$ cat config.mk
export PLATFORM = sky130hd
export DESIGN_NAME = bcd2bin_flat
export DESIGN_NICKNAME = d
export VERILOG_FILES = /design/src/rtl/bcd2bin_if.sv /design/src/rtl/bcd2bin.sv /design/src/flat_wrapper.sv
export SDC_FILE = /design/constraint.sdc
export NUM_CORES = 1
export LEC_CHECK = 0
export BUFFER_PORTS_ARGS = -buffer_cell sky130_fd_sc_hd__buf_4
export CAP_MARGIN = 25
export CORE_MARGIN = 1.5
export CORE_UTILIZATION = 60
export DETAILED_ROUTE_END_ITERATION = 8
export PLACE_DENSITY = 0.83
export SYNTH_ARGS = -nofsm -noshare
export SYNTH_HDL_FRONTEND = slang
export SYNTH_SLANG_ARGS = --single-unit
$ cat constraint.sdc
create_clock -name clkin -period 4.4 [get_ports clkin]
set_clock_uncertainty 0.2 [all_clocks]
set_input_delay 0.44 -clock clkin [delete_from_list [all_inputs] [get_ports clkin]]
set_output_delay 0.44 -clock clkin [all_outputs]
set_load 0.01 [all_outputs]
$ cat src/rtl/bcd2bin_if.sv
`default_nettype none
// ============================================================================
// Module  : bcd2bin_if
// Brief   : Request/result bundle for the bcd2bin converter.
// Revision: 1.0
// ============================================================================
interface bcd2bin_if #(
   parameter int NDIG  = 4,
   parameter int NBITS = 14
);
   logic              enable;
   logic [4*NDIG-1:0] data;
   logic [NBITS-1:0]  bin;
   logic              busy;
   logic              done;
   logic              err;

   modport master (
      output enable, data,
      input  bin, busy, done, err
   );

   modport slave (
      input  enable, data,
      output bin, busy, done, err
   );
endinterface
`default_nettype wire

$ cat src/rtl/bcd2bin.sv
`default_nettype none
// ============================================================================
// Module  : bcd2bin
// Brief   : Sequential BCD-to-binary converter (reverse double-dabble).
//           Define BCD_CHECK_EN to flag digits above 9 (bin forced to 0, err set).
// Revision: 1.0
// ============================================================================
module bcd2bin #(
   parameter int NDIG  = 4,
   parameter int NBITS = 14
) (
   input  logic      clkin,
   input  logic      reset,
   bcd2bin_if.slave  bus
);
   localparam int c_W  = 4 * NDIG;
   localparam int c_CW = $clog2(NBITS + 1);
   localparam logic [c_CW-1:0] c_LAST = c_CW'(NBITS);

   typedef enum logic [1:0] {
      S_IDLE  = 2'd0,
      S_SHIFT = 2'd1,
      S_DONE  = 2'd2
   } state_t;

   state_t            r_state;
   state_t            w_state_nx;
   logic              w_busy_nx;
   logic              w_done_nx;
   logic              r_enable_q;
   logic              w_start;
   logic [c_W-1:0]    r_sr;
   logic [NBITS-1:0]  r_acc;
   logic [c_CW-1:0]   r_cnt;
   logic [NBITS-1:0]  r_bin;
   logic              r_busy;
   logic              r_done;
   logic [c_W-1:0]    w_sr_shift;
   logic [c_W-1:0]    w_sr_adj;
   logic [NBITS-1:0]  w_acc_shift;
   logic [NBITS-1:0]  w_bin_nx;

   assign w_start = bus.enable & ~r_enable_q;

   // One right shift of {sr,acc}, then every sr digit >= 8 loses 3.
   always_comb begin
      w_sr_shift  = {1'b0, r_sr[c_W-1:1]};
      w_acc_shift = {r_sr[0], r_acc[NBITS-1:1]};
      w_sr_adj    = w_sr_shift;
      for (int d = 0; d < NDIG; d++) begin
         if (w_sr_shift[4*d+3])
            w_sr_adj[4*d +: 4] = w_sr_shift[4*d +: 4] - 4'd3;
      end
   end

   always_ff @(posedge clkin or negedge reset) begin
      if (!reset) r_state <= S_IDLE;
      else        r_state <= w_state_nx;
   end

   always_comb begin
      w_state_nx = r_state;
      w_busy_nx  = 1'b0;
      w_done_nx  = 1'b0;
      case (r_state)
         S_IDLE: begin
            if (w_start) begin
               w_state_nx = S_SHIFT;
               w_busy_nx  = 1'b1;
            end
         end
         S_SHIFT: begin
            w_busy_nx = 1'b1;
            if (r_cnt == c_LAST) begin
               w_state_nx = S_DONE;
               w_busy_nx  = 1'b0;
               w_done_nx  = 1'b1;
            end
         end
         S_DONE:  w_state_nx = S_IDLE;
         default: w_state_nx = S_IDLE;
      endcase
   end

`ifdef BCD_CHECK_EN
   logic w_bad;
   logic r_bad;
   logic r_err;

   always_comb begin
      w_bad = 1'b0;
      for (int d = 0; d < NDIG; d++) begin
         if (bus.data[4*d +: 4] > 4'd9) w_bad = 1'b1;
      end
   end

   // err clears on an accepted start and is re-evaluated when the result lands.
   always_ff @(posedge clkin or negedge reset) begin
      if (!reset) begin
         r_bad <= 1'b0;
         r_err <= 1'b0;
      end else if (r_state == S_IDLE && w_start) begin
         r_bad <= w_bad;
         r_err <= 1'b0;
      end else if (r_state == S_SHIFT && r_cnt == c_LAST) begin
         r_err <= r_bad;
      end
   end

   assign w_bin_nx = r_bad ? '0 : r_acc;
   assign bus.err  = r_err;
`else
   assign w_bin_nx = r_acc;
   assign bus.err  = 1'b0;
`endif

   always_ff @(posedge clkin or negedge reset) begin
      if (!reset) begin
         r_enable_q <= 1'b0;
         r_sr       <= '0;
         r_acc      <= '0;
         r_cnt      <= '0;
         r_bin      <= '0;
         r_busy     <= 1'b0;
         r_done     <= 1'b0;
      end else begin
         r_enable_q <= bus.enable;
         r_busy     <= w_busy_nx;
         r_done     <= w_done_nx;
         case (r_state)
            S_IDLE: begin
               if (w_start) begin
                  r_sr  <= bus.data;
                  r_acc <= '0;
                  r_cnt <= '0;
               end
            end
            S_SHIFT: begin
               if (r_cnt == c_LAST) begin
                  r_bin <= w_bin_nx;
               end else begin
                  r_sr  <= w_sr_adj;
                  r_acc <= w_acc_shift;
                  r_cnt <= r_cnt + c_CW'(1);
               end
            end
            default: ;
         endcase
      end
   end

   assign bus.bin  = r_bin;
   assign bus.busy = r_busy;
   assign bus.done = r_done;
endmodule
`default_nettype wire
$ cat src/flat_wrapper.sv
// flat-port wrapper written by rule: the top's interface ports become plain ports
module bcd2bin_flat 
#(
   parameter int NDIG  = 4,
   parameter int NBITS = 14
)
  (clkin, reset, bus_enable, bus_data, bus_bin, bus_busy, bus_done, bus_err);
  bcd2bin_if #(.NDIG(NDIG), .NBITS(NBITS)) bus_i ();
  input  logic clkin;
  input  logic reset;
  input wire logic [$bits(bus_i.enable)-1:0] bus_enable;
  input wire logic [$bits(bus_i.data)-1:0] bus_data;
  output wire logic [$bits(bus_i.bin)-1:0] bus_bin;
  output wire logic [$bits(bus_i.busy)-1:0] bus_busy;
  output wire logic [$bits(bus_i.done)-1:0] bus_done;
  output wire logic [$bits(bus_i.err)-1:0] bus_err;
  assign bus_i.enable = bus_enable;
  assign bus_i.data = bus_data;
  assign bus_bin = bus_i.bin;
  assign bus_busy = bus_i.busy;
  assign bus_done = bus_i.done;
  assign bus_err = bus_i.err;
  bcd2bin #(.NDIG(NDIG), .NBITS(NBITS)) u_core (.clkin(clkin), .reset(reset), .bus(bus_i));
endmodule
After elaboration in Yosys (flattened, before gate mapping)
Index checks and enable logic that the tools add are counted.
{"block": "word_totals", "register_bits": 53, "inputBits": 19}
{"block": "op_classes", "add_sub_neg": 4, "n_eq_ne": 5, "muxes": 20, "bitwise": 2, "reduce_logical": 5}
{"op": "$mux W16", "count": 2}
{"op": "$pmux W16 S2", "count": 1}
{"op": "$mux W14", "count": 2}
{"op": "$pmux W14 S2", "count": 1}
{"op": "$mux W4", "count": 5}
{"op": "$sub A4 B2 Y4 const B", "count": 3}
{"op": "$pmux W4 S2", "count": 1}
{"op": "$add A4 B1 Y4 const B", "count": 1}
{"op": "$eq A4 B4 Y1 const B", "count": 1}
{"op": "$mux W1", "count": 4}
{"op": "$mux W2", "count": 2}
{"op": "$ne A2 B1 Y1 const B", "count": 2}
{"op": "$pmux W2 S2", "count": 1}
{"op": "$reduce_and A2 Y1", "count": 2}
{"op": "$reduce_and A3 Y1", "count": 1}
{"op": "$eq A2 B1 Y1 const B", "count": 1}
{"op": "$logic_not A2 Y1", "count": 1}
{"op": "$ne A2 B2 Y1 const B", "count": 1}
{"op": "$pmux W1 S2", "count": 1}
{"op": "$reduce_bool A2 Y1", "count": 1}
{"op": "$and A1 B1 Y1", "count": 1}
{"op": "$not A1 Y1", "count": 1}

Depth between registers and ports, before layout
{"block": "depth", "depth_word": 4, "depth_mapped": 8, "mapped_depth_nobuf": 6}

Worst setup path after synthesis
OpenSTA, ideal clock, no wires.
{"block": "synth_timing", "path_kind": "register to register", "start": "reg u_core.r_cnt[0]", "end": "reg u_core.r_bin[0], in the netlist u_core.bus.bin[0]", "setup_ps": 125, "arrival_time_ps": 1452, "slack_ps": 2623, "stages_incl_launch_ff": 7, "cell_sequence": "dfrtp_1 inv_1 ha_1 nand3_2 nor2_4 buf_4 mux2_2"}
{"block": "synth_between", "elab_chain_len": 2}
{"element": "start: declaration", "line": "bcd2bin.sv:34", "rtl": "logic [c_CW-1:0] r_cnt;"}
{"element": "start signal: assignment", "line": "bcd2bin.sv:144", "rtl": "r_cnt <= r_cnt + c_CW'(1);"}
{"element": "$eq A4 B4 Y1", "line": "bcd2bin.sv:139", "rtl": "if (r_cnt == c_LAST) begin"}
{"element": "$reduce_and A2 Y1 (no line)"}
{"element": "end signal: assignment", "line": "bcd2bin.sv:140", "rtl": "r_bin <= w_bin_nx;"}
{"element": "end: declaration", "line": "bcd2bin.sv:35", "rtl": "logic [NBITS-1:0] r_bin;"}
Every way passes these cells.
A chain may end at the register's enable or synchronous reset.

Final worst setup path
{"block": "layout_timing", "start": "reg u_core.r_state[1]", "end": "reg u_core.r_bin[2], in the netlist u_core.bus.bin[2]"}
{"block": "layout_between", "elab_chain_len": 2}
{"element": "start: declaration", "line": "bcd2bin.sv:26", "rtl": "state_t r_state;"}
{"element": "start signal: assignment", "line": "bcd2bin.sv:58", "rtl": "else r_state <= w_state_nx;"}
{"element": "$eq A2 B1 Y1", "line": "bcd2bin.sv:130", "rtl": "case (r_state)"}
{"element": "$reduce_and A2 Y1 (no line)"}
Every way passes these cells.

==> flow_metrics.py <==
metrics = {
    "status": {
        "status": "finished, final reports clean",
    },
    "floorplan": {
        "coreArea_mm2": 0.003971,
        "start_util": 0.6178,
        "die_x_um": 66.95,
        "dieArea_mm2": 0.004482,
        "io_pins": 36,
        "die_h_um": 66.95,
        "row_count": 23,
    },
    "cts": {
        "cts_buffers": 5,
        "cts_tree": "done",
        "insertion_delay_ns": 0.30,
        "cts_root_buffer": "clkbuf_8",
        "cts_resized": 0,
        "h-tree-depth": 2,
        "cts.reportedPaths.clkPinSlew_ns": 0.09,
        "numClockSinks": 53,
        "clock_path_buffers": 2,
    },
    "timing": {
        "hold_viol": 0,
        "slew_violations": 0,
        "timing.fmax_mhz": 446.7,
        "grt_setup_unrepaired": "false",
        "setup_violations": 0,
        "worst_pin_slew_ns": 0.8444,
        "timing.slew.headroom": 0.4371,
        "setup_tns_ns": 0,
        "timing.final.crit_share": 0.5087,
        "min_period_ns": 2.238,
        "whs_ns": 0.06759,
    },
    "logic_synthesis": {
        "synthDistinctLibCells": 31,
        "netlist_area_mm2": 0.002454,
        "synth_top_area_frac": 0.5405,
        "yosys-top-cells-area": "dfrtp_1 54%, nand2_1 6.6%, mux2i_1 4.9%, nand3_2 4.5%, mux2_2 3.7%",
        "syn_inst": 221,
        "synth_top_area_cell": "dfrtp_1",
        "avgSynthCellArea_um2": 11.10,
        "ys_seq_elements": 53,
        "yosysWarnings": 0,
        "yosysSeqAreaShare": 0.5405,
        "syn_nets": 245,
    },
    "worst_setup_path": {
        "path_class": "reg2reg",
        "crit_arrival_ns": 2.23,
        "crit_path_start_kind": "register",
        "end_kind": "register",
        "cp.required_ns": 4.39,
        "critPathMaxFanout": 20,
        "r2r_slack_ns": 2.16,
    },
    "routing": {
        "first_pass_iters": 4,
        "drc": 0,
        "vias": 1613,
        "viasPerCell": 5.323,
        "wl_per_cell_um": 13.15,
        "drt_iter0_drc": 77,
        "ant_nets": 0,
        "routed_wl_mm": 3.985,
    },
    "placement": {
        "dpl.hpwl_mm": 2.656,
        "place_congestion": 0.7384,
        "io_buffers": 34,
    },
    "finish": {
        "final_core_util": 0.7136,
        "n_fill_cell": 305,
        "diodes": 0,
        "layout_commonest_cell": "dfrtp_1",
        "fin_nets": 276,
        "area_growth_pct": 15.50,
        "layout-drive-gt1-share": 0.2925,
        "mostFrequentLayoutCells": "53 x dfrtp_1, 43 x nand2_1, 36 x buf_4",
    },
    "pwr": {
        "power_w": 0.001996,
        "power_density_mw_per_mm2": 704.3,
        "power_leakage_nw": 1.403,
        "max-vdd-ir-drop_v": 0.0003442,
    },
    "worst_hold_path": {
        "hp-class": "in2reg",
    },
    "job": {
        "drv_cap": 0,
    },
    "global_route": {
        "grt_start_max_net_pins": 54,
        "overflow": 0,
        "grt_pass1_vias": 1520,
        "track_usage": 0.2013,
        "grt_pass1_wl_mm": 6.796,
        "antenna_found_initial": 0,
    },
}
## final timing paths
kind,startpoint,endpoint,depth (start not counted)
max in group asynchronous,reset,u_core.r_sr[1]$_DFFE_PN0P_,2
worst min-delay path,bus_enable,u_core.r_enable_q$_DFF_PN0_,1
min in group asynchronous,reset,u_core.bus.busy$_DFF_PN0_,2
worst max-delay path,u_core.r_state[1]$_DFFE_PN0P_,u_core.bus.bin[2]$_DFFE_PN0P_,3
worst min register to register,u_core.r_sr[0]$_DFFE_PN0P_,u_core.r_acc[13]$_DFFE_PN0P_,2
worst max register to register,u_core.r_state[1]$_DFFE_PN0P_,u_core.bus.bin[2]$_DFFE_PN0P_,3
## flip-flops by register name, indices dropped and copies added (netlist names)
signal / cells
u_core.r_sr: 16
u_core.bus.bin: 14
u_core.r_acc: 14
u_core.r_cnt: 4
u_core.r_state: 2
u_core.bus.busy: 1
u_core.bus.done: 1
u_core.r_enable_q: 1
## Yosys cell counts, drive strengths merged
master   count
o21ai       15
nor2        13
dfrtp       53
buf         12
nand2b       4
a21oi       10
nand2       44
inv          3
xnor2        6
ha           5
clkbuf       1
and3         1
nor4b        1
nor2b        1
xor2         2
or4b         1
conb         1
and2         1
nand3       18
mux2i       12
mux2        14
a2bb2oi      3
## routing by layer
layer	GRT usage	part of all wire	vias up
li1	-	-	802
met1	0.2708	0.49	786
met2	0.3325	0.48	19
met3	0.04054	0.023	6
met4	0.05357	0.011	0
met5	0	0	-
## worst max-delay path, stage by stage (launching register included)
cell      delay [ns]
dfrtp_1         0.42
nand2b_1        0.54
nor2_4          0.58
mux2_2          0.39
## power by group
group | total [W] | leakage (nW) | internal [W] | switching (W)
Combinational | 0.000814 | 0.659 | 0.000386 | 0.000428
Sequential | 0.000847 | 0.686 | 0.000685 | 0.000161
Clock | 0.000335 | 0.0574 | 0.000185 | 0.000150
Total | 0.00200 | 1.40 | 0.00126 | 0.000740
## final cells by class
type / instances / area, um^2 / share of cell area
flip-flops and latches: 53 / 1326 / 0.4680
multi-input cells: 152 / 1033 / 0.3647
repair buffers: 37 / 280.3 / 0.09890
clock buffers: 6 / 82.58 / 0.02914
well taps: 50 / 62.56 / 0.02208
clock inverters: 2 / 37.54 / 0.01325
inverters: 3 / 11.26 / 0.003974
## per-stage QoR
step                      cells  setup WS [ns]  instance area [um^2]
final                       303          2.162                  2834
after CTS                   302          1.990                  2826
after floorplan             221          2.623                  2454
after global placement      293          2.081                  2696
after global routing        303          2.025                  2834
after detailed placement    293          2.017                  2696
## cell families (layout without fill, tap and decap cells)
group / count (synthesis) / count (layout) / share of synthesized area
flip-flops: 53 / 53 / 0.5405
XOR/XNOR: 8 / 8 / 0.02856
multiplexers: 26 / 26 / 0.1132
adder cells (fa/ha/maj): 5 / 5 / 0.02550
buffers and inverters: 16 / 48 / 0.03825
AO/OA/AOI/OAI: 28 / 28 / 0.07088
AND/OR/NAND/NOR: 84 / 84 / 0.1815
other: 1 / 1 / 0.001528
## repair_timing
action,CTS,global route
endpoints found under the hold margin,53,0
setup endpoints to repair,0,0
buffers inserted,0,0
hold buffers,1,0
Note: power is estimated with default switching activity, not from simulation.
